`config.mk`:
```
export PLATFORM = sky130hd
export DESIGN_NAME = mem_responder
export DESIGN_NICKNAME = d
export VERILOG_FILES = /design/src/rtl/riscv_pkg.sv /design/src/rtl/mem_responder_mem_array.sv /design/src/rtl/mem_responder.sv
export SDC_FILE = /design/constraint.sdc
export NUM_CORES = 2
export LEC_CHECK = 0
export BUFFER_PORTS_ARGS = -buffer_cell sky130_fd_sc_hd__buf_4
export CORE_MARGIN = 5
export CORE_UTILIZATION = 56
export CTS_BUF_LIST = sky130_fd_sc_hd__clkbuf_16
export DETAILED_ROUTE_END_ITERATION = 10
export GPL_TIMING_DRIVEN = 1
export PLACE_DENSITY = 0.75
export SYNTH_ARGS = -nofsm -noshare
export SYNTH_HDL_FRONTEND = slang
export SYNTH_HIERARCHICAL = 1
export SYNTH_SLANG_ARGS = --single-unit
```
`constraint.sdc`:
```
create_clock -name clk -period 4.3 [get_ports clk]
set_clock_uncertainty 0.15 [all_clocks]
set_input_delay 0.86 -clock clk [delete_from_list [all_inputs] [get_ports clk]]
set_output_delay 0.86 -clock clk [all_outputs]
set_load 0.01 [all_outputs]
```
`src/rtl/riscv_pkg.sv`:
```
// Shared types for the memory responder: FSM state encoding and wait-counter width.
package riscv_pkg;

  localparam int CNT_W = 4;

  typedef enum logic [1:0] {
    IDLE = 2'd0,
    WAIT = 2'd1,
    RESP = 2'd2
  } mem_resp_state_e;

endpackage

```
`src/rtl/mem_responder_mem_array.sv`:
```
// Single-port word storage for mem_responder: synchronous write, combinational read, no reset.
module mem_array #(
  parameter int DEPTH_WORDS = 64,
  localparam int IDX_W = $clog2(DEPTH_WORDS)
) (
  input  logic             clk,
  input  logic             we,
  input  logic [IDX_W-1:0] addr,
  input  logic [31:0]      wdata,
  output logic [31:0]      rdata
);

  logic [31:0] mem [DEPTH_WORDS];

  always_ff @(posedge clk) begin
    if (we) begin
      mem[addr] <= wdata;
    end
  end

  assign rdata = mem[addr];

endmodule

```
`src/rtl/mem_responder.sv`:
```
// Request/response memory target with programmable wait states.
// Optional access-fault reporting is compiled in with the MEM_RESP_ERR_EN macro.
module mem_responder
  import riscv_pkg::*;
#(
  parameter int DEPTH_WORDS = 64,
  parameter int WAIT_CYCLES = 1
) (
  input  logic        clk,
  input  logic        reset,
  input  logic        req_valid,
  input  logic        req_write,
  input  logic [31:0] req_addr,
  input  logic [31:0] req_wdata,
  output logic        req_ready,
  output logic        rsp_valid,
  input  logic        rsp_ready,
  output logic [31:0] rsp_rdata,
  output logic        rsp_err
);

  localparam int IDX_W = $clog2(DEPTH_WORDS);

  mem_resp_state_e  state_reg;
  logic [CNT_W-1:0] cnt_reg;
  logic             write_reg;
  logic [31:0]      addr_reg;
  logic [31:0]      wdata_reg;
  logic             req_ready_reg;
  logic             rsp_valid_reg;
  logic [31:0]      rsp_rdata_reg;

  logic             cur_write;
  logic [31:0]      cur_addr;
  logic [31:0]      cur_wdata;
  logic [IDX_W-1:0] cur_idx;
  logic             cur_fault;
  logic             go_resp;
  logic             mem_we;
  logic [31:0]      mem_rdata;

  // With zero wait states the access completes on the accepting edge, so the
  // live request inputs must feed the array instead of the latched copy.
  always_comb begin
    cur_write = write_reg;
    cur_addr  = addr_reg;
    cur_wdata = wdata_reg;
    if (state_reg == IDLE) begin
      cur_write = req_write;
      cur_addr  = req_addr;
      cur_wdata = req_wdata;
    end
  end

  assign cur_idx = cur_addr[IDX_W+1:2];
  assign go_resp = ((state_reg == IDLE) && req_valid && (WAIT_CYCLES == 0)) ||
                   ((state_reg == WAIT) && (cnt_reg == '0));
  assign mem_we  = go_resp && cur_write && !cur_fault;

`ifdef MEM_RESP_ERR_EN
  logic err_reg;

  assign cur_fault = (cur_addr[1:0] != 2'b00) || (cur_addr >= 32'(4 * DEPTH_WORDS));
  assign rsp_err   = err_reg;

  always_ff @(posedge clk or negedge reset) begin
    if (!reset) begin
      err_reg <= 1'b0;
    end else if (go_resp) begin
      err_reg <= cur_fault;
    end
  end
`else
  logic unused_addr_bits;

  // Out-of-range addresses simply wrap onto the array.
  assign cur_fault        = 1'b0;
  assign rsp_err          = 1'b0;
  assign unused_addr_bits = ^{cur_addr[31:IDX_W+2], cur_addr[1:0]};
`endif

  mem_array #(
    .DEPTH_WORDS(DEPTH_WORDS)
  ) u_mem (
    .clk  (clk),
    .we   (mem_we),
    .addr (cur_idx),
    .wdata(cur_wdata),
    .rdata(mem_rdata)
  );

  always_ff @(posedge clk or negedge reset) begin
    if (!reset) begin
      state_reg     <= IDLE;
      cnt_reg       <= '0;
      write_reg     <= 1'b0;
      addr_reg      <= '0;
      wdata_reg     <= '0;
      req_ready_reg <= 1'b1;
      rsp_valid_reg <= 1'b0;
      rsp_rdata_reg <= '0;
    end else begin
      case (state_reg)
        IDLE: begin
          if (req_valid) begin
            write_reg     <= req_write;
            addr_reg      <= req_addr;
            wdata_reg     <= req_wdata;
            req_ready_reg <= 1'b0;
            if (WAIT_CYCLES == 0) begin
              state_reg <= RESP;
            end else begin
              state_reg <= WAIT;
              cnt_reg   <= CNT_W'(WAIT_CYCLES - 1);
            end
          end
        end
        WAIT: begin
          if (cnt_reg == '0) begin
            state_reg <= RESP;
          end else begin
            cnt_reg <= cnt_reg - 1'b1;
          end
        end
        RESP: begin
          if (rsp_ready) begin
            state_reg     <= IDLE;
            rsp_valid_reg <= 1'b0;
            req_ready_reg <= 1'b1;
          end
        end
        default: state_reg <= IDLE;
      endcase

      if (go_resp) begin
        rsp_valid_reg <= 1'b1;
        rsp_rdata_reg <= (cur_write || cur_fault) ? 32'h0 : mem_rdata;
      end
    end
  end

  assign req_ready = req_ready_reg;
  assign rsp_valid = rsp_valid_reg;
  assign rsp_rdata = rsp_rdata_reg;

endmodule

```
======== Yosys cells after proc, flatten, opt, wreduce, memory -nomap -nowiden ========
Memory sizes are Yosys's and may differ from the RTL's.
Index checks and enable logic that the tools add are counted.
word-level totals
  input bits .............................. 69
  RAM bits ................................ 2048
  memories kept ........................... 1
  word-level logic and storage cells ...... 48
  flip-flop bits (word level) ............. 81
memories
  memory     depth  bits a word  rd ports  clocked after memory_dff  wr ports  RTL line                       source
  u_mem.mem  64     32           1         0                         1         mem_responder_mem_array.sv:13  logic [31:0] mem [DEPTH_WORDS];
cells by class
  reduce and logical (&&, ||, !) cells .... 13
  equal/unequal tests ..................... 6
  muxes and demuxes ....................... 19
  add/sub/neg operators ................... 1
operators by type and width
  cell                   count
  $mux W32               2
  $reduce_and A3 Y1      3
  $mux W1                8
  $mux W4                2
  $mux W8                1
  $pmux W4 S2            1
  $reduce_bool A2 Y1     4
  $mux W2                3
  $ne A2 B2 Y1 const B   3
  $pmux W2 S3            1
  $logic_not A4 Y1       1
  $reduce_and A2 Y1      2
  $sub A4 B1 Y4 const B  1
  $eq A2 B1 Y1 const B   1
  $eq A2 B2 Y1 const B   1
  $logic_and A1 B1 Y1    2
  $logic_not A2 Y1       1
  $ne A2 B1 Y1 const B   1
  $pmux W1 S2            1

======== Depth between registers and ports, before layout ========
  depth after elaboration ................. 5
  depth in mapped cells ................... 19
  mapped depth without buffers ............ 10

======== Modules after synthesis ========
Netlist, hierarchy kept.
modules (own cells, without submodules)
  module         times used  cells each  area an instance (µm²)
  mem_array      1           4207        78287.6
  mem_responder  1           281         3689.8

======== Worst setup path before layout ========
Ideal clock, no wire load.
  path kind ............................... flip-flop to flip-flop
  start ................................... register state_reg[1]
  end ..................................... memory u_mem.mem[11][0] (enable)
  slack ................................... -0.244 ns
  stages on the path, launching flop included .. 13
  path buffers ............................ 7
  clock period less this slack ............ 4.544 ns
  data arrival time ....................... 3.973 ns
  cells stage by stage .................... dfrtp_1 -> nor2_2 -> buf_4 -> mux2_2 -> buf_2 -> buf_2 -> buf_2 -> buf_2 -> buf_2 -> buf_2 -> nor2b_1 -> nand2_1 -> nor2_1
between the ends
  elaborated cells on any way between the ends .. 8
  those cells by class .................... eq/ne: 1; mux: 4; reduce/logical: 3
RTL lines
  element                 RTL line                       source
  from (decl)             mem_responder.sv:24            mem_resp_state_e state_reg;
  from (signal assigned)  mem_responder.sv:94            state_reg <= IDLE;
  from (signal assigned)  mem_responder.sv:111           state_reg <= RESP;
  from (signal assigned)  mem_responder.sv:113           state_reg <= WAIT;
  $logic_not A2 Y1        mem_responder.sv:48            if (state_reg == IDLE) begin
  $mux W8                 mem_responder.sv:48
  net cur_addr[4]         mem_responder.sv:34            logic [31:0] cur_addr;
  to (decl)               mem_responder_mem_array.sv:13
The timed path passes the listed nets, and every way through them passes these cells.

======== Final worst setup path ========
  start ................................... register state_reg[1]
  end ..................................... register rsp_rdata_reg[2], in the netlist rsp_rdata[2]
between the ends
  longest elaborated chain between the ends .. 4
  elaborated cells on any way between the ends .. 7
  those cells by class .................... eq/ne: 1; mux: 3; reduce/logical: 2; memory: 1
RTL lines
  element               RTL line              source
  $logic_not A2 Y1      mem_responder.sv:48
  $mux W8               mem_responder.sv:48
  net cur_addr[2]       mem_responder.sv:34
  $mem_v2 Z64 W32       --
  net mem_rdata[2]      mem_responder.sv:40   logic [31:0] mem_rdata;
  $mux W32              mem_responder.sv:137  rsp_rdata_reg <= (cur_write || cur_fault) ? 32'h0 : mem_rdata;
  to (signal assigned)  mem_responder.sv:137
  to (decl)             mem_responder.sv:31   logic [31:0] rsp_rdata_reg;
The timed path passes the listed nets, and every way through them passes these cells.
A chain may end at the register's enable or synchronous reset.

==> out/qor.yml <==
power_leakage_uw: 0.0315
average_wire_per_standard_cell_um: 32.0
final-hold-violation-count: 0
synth_simple_gate_area_share: 0.0305
drtIter0Drc: 6985
io_buffers: 76
drt-vias-per-instance: 6.79
layout.nets: 4910
mappedNetlistNets: 4558
floorplan.io_pins: 104
final-max-slew-violation-count: 0
clock_group_share_of_total_power: 0.228
outcome: "finished, final reports clean"
finalWorstSetupSlack_ps: 13.5
synth_compound_area_frac: 0.0874
drt_pass1_iterations: 9
type_of_the_tightest_min_delay_check: "input port to flip-flop"
floorplan.initialDensity: 0.563
largest_register_ffs: 2048
die_outline_width_um: 393
number_of_setup_buffers_added_after_cts: 0
clock_sinks: 2127
cts.reportedPaths.clkPinSlew_ps: 60
maxCapViolations: 0
max_clock_freq_ghz: 0.233
fp.dieH_um: 393
cp.arrival_ps: 4850
criticalPathCategory: "flip-flop to flip-flop"
share_comb_of_total_power: 0.406
post_synth_mux_area_share: 0.0893
clock_tree_buffer_depth: 3
worst_setup_path_start_kind: "flip-flop"
timing.max_slew.rel_slack: 0.243
sequential_cell_area_sq_mm: 0.0635
worst_setup_path_end_kind: "flip-flop"
cts_tree: "yes"
switching_power_uw: 28100
netlist.top_cell.by_area: "sky130_fd_sc_hd__edfxtp_1"
synth_seq_area_share: 0.774
final.fill_count: 9144
synthToLayoutAreaGrowth_pct: 16.4
postSynth.topFlopCell: "sky130_fd_sc_hd__edfxtp_1"
slew_at_the_pin_with_the_worst_max_slew_slack_ps: 1140
synthesis.instances: 4488
core_area_sq_mm: 0.146
synth_adder_area_share: 0.000153
synth_top_cells_by_count: "sky130_fd_sc_hd__edfxtp_1 (2,048), sky130_fd_sc_hd__mux2i_1 (262), sky130_fd_sc_hd__mux2_2 (194), sky130_fd_sc_hd__a22oi_1 (188), sky130_fd_sc_hd__a221oi_1 (175)"
avgSynthCellArea_sq_um: 18.3
finalWorstPathRequiredPeriod_ps: 4290
proportion_of_power_drawn_by_flip_flops_and_latches: 0.367
report.final.setup_viol: 0
timing.critical_path.required_ps: 4860
routed-via-count: 47100
clock_latency_ps: 840
power_density_mw_per_mm2: 784
htree_levels: 4
synth_top_family_by_area: "multiplexers"
post_synth_num_cell_types: 65
layout_cell_share_with_drive_strength_beyond_1: 0.230
area_of_combinational_cells_with_multiple_inputs_sq_mm: 0.0176
flip_flop_and_latch_count_after_synthesis: 2127
internal_power_uw: 46700
unrepaired_setup_endpoints_after_global_routing: "no"
synthArstFlopShare: 0.0371
swShare: 0.376
hpwl_mm: 131
post-synth-top-count-cell: "sky130_fd_sc_hd__edfxtp_1"
place_congestion: 0.919
yosysWarnings: 6
synth_largest_type_area_fraction: 0.750
final.period_utilization: 0.997
drt_drc_violations_left: 0
grt_start_max_net_pins: 88
vias_in_the_first_global_route: 46200
wl_mm: 222
antenna_violating_nets_post_route: 0
global_route_wire_length_before_repair_mm: 318
final.setup.tns_ps: 0
yosys.area_share.xor_xnor: 0
synth-edff-count: 2048
ir_worst_vdd_mv: 0.830
row_count: 140
grt_antenna_before_repair: 17
placement.setup.worst_slack_ps: 41.8
grt_use_total: 0.287
root_buffer: "sky130_fd_sc_hd__clkbuf_16"
grt_overflow: 0
ys_top_cells_by_area: "sky130_fd_sc_hd__edfxtp_1 (75%), sky130_fd_sc_hd__mux2i_1 (3.2%), sky130_fd_sc_hd__mux2_2 (2.7%)"
fp.dieArea_sq_mm: 0.154
timing.critical_path.fanout_max: 30
number_of_cts_inserted_buffers: 196
synth_area_sq_mm: 0.0820
logic make-up after synthesis:
group	count (synthesis)
mux	583
flops	2127
other cells	1
buf+inv	328
compound gates	974
fa+ha+maj	1
simple gates	474
worst paths after layout:
kind	from	end	slack [ps]	cells after the start
hold reg to reg	wdata_reg[0]$_DFFE_PN0P_	wdata_reg[0]$_DFFE_PN0P_	340	1
hold / removal	rsp_ready	state_reg[1]$_DFFE_PN0P_	70	2
setup reg to reg	state_reg[1]$_DFFE_PN0P_	rsp_rdata[2]$_DFFE_PN0P_	10	15
setup / recovery	state_reg[1]$_DFFE_PN0P_	rsp_rdata[2]$_DFFE_PN0P_	10	15
max in group asynchronous	reset	rsp_rdata[6]$_DFFE_PN0P_	2610	3
min in group asynchronous	reset	rsp_rdata[23]$_DFFE_PN0P_	520	2
stage by stage:
stage / hold WS [ps] / area, sq um / utilization / power [uW] / std cells
6_report: 73.4 / 95400 / 0.655 / 74800 / 6938
5_1_grt: 44.6 / 95400 / 0.655 / 76800 / 6929
4_1_cts: 14.9 / 95400 / 0.655 / 74100 / 6929
3_5_place_dp: 324 / 89000 / 0.612 / 57200 / 6558
3_3_place_gp: 313 / 89000 / 0.612 / 56400 / 6558
2_1_floorplan: 304 / 82000 / - / 43800 / 4488
layout make-up:
type                    instances  area share
repair buffers                475      0.0575
flip-flops and latches       2127       0.665
inverters                       7    0.000354
multi-input cells            2033       0.185
clock inverters               170      0.0141
clock buffers                 200      0.0525
well taps                    1917      0.0251
diodes                          9    0.000236
critical path, stage by stage (launching register included):
cell                        delay [ps]
sky130_fd_sc_hd__dfrtp_1           410
sky130_fd_sc_hd__nor2_4            140
sky130_fd_sc_hd__buf_12            200
sky130_fd_sc_hd__mux2_8            490
sky130_fd_sc_hd__buf_12            220
sky130_fd_sc_hd__nor2b_4           180
sky130_fd_sc_hd__buf_12            160
sky130_fd_sc_hd__a221o_1           320
sky130_fd_sc_hd__o21ai_0            70
sky130_fd_sc_hd__nand3_1           250
sky130_fd_sc_hd__a2111oi_1         540
sky130_fd_sc_hd__buf_4             250
sky130_fd_sc_hd__nand3_1           280
sky130_fd_sc_hd__buf_4             240
sky130_fd_sc_hd__nand3_1            70
sky130_fd_sc_hd__o2bb2ai_1          70
power groups by stage:
stage               Combinational [uW]  Clock, uW  Sequential, uW
finish                           30300      17000           27400
global route                     31300      18100           27400
CTS                              29600      17200           27400
detailed placement               29300          0           27800
global placement                 28600          0           27800
floorplan                        15900          0           27900
per-layer routing:
metal  global-route usage  vias to the layer above  wire [um]
met2                0.445                     3334     104000
li1                     -                    19300          -
met4                0.135                       14      11900
met5                    0                        -         93
met1                0.382                    23900      78600
met3               0.0793                      542      27800
cell usage in the layout (no fill, tap or decap), drive strengths merged, types with 6 or more instances in the layout:
cell	n
a2111oi	15
a211oi	17
a21oi	124
a221o	15
a221oi	175
a222oi	16
a22o	66
a22oi	188
a31oi	43
and3	85
buf	474
bufinv	17
clkbuf	200
clkinv	104
dfrtp	78
diode	9
edfxtp	2048
inv	52
mux2	225
mux2i	262
mux4	96
nand2	31
nand2b	23
nand3	86
nor2	149
nor2b	10
nor3	23
nor4	14
o21ai	89
o221ai	6
o22a	70
o22ai	94
o2bb2ai	47
or4	15
or4b	14
what timing repair did:
action	in CTS	in global routing
resized for setup	0	1
hold buffers	1	0
endpoints found under the setup margin	0	1
endpoints found under the hold margin	14	0
Note: power is estimated with default switching activity, not from simulation.
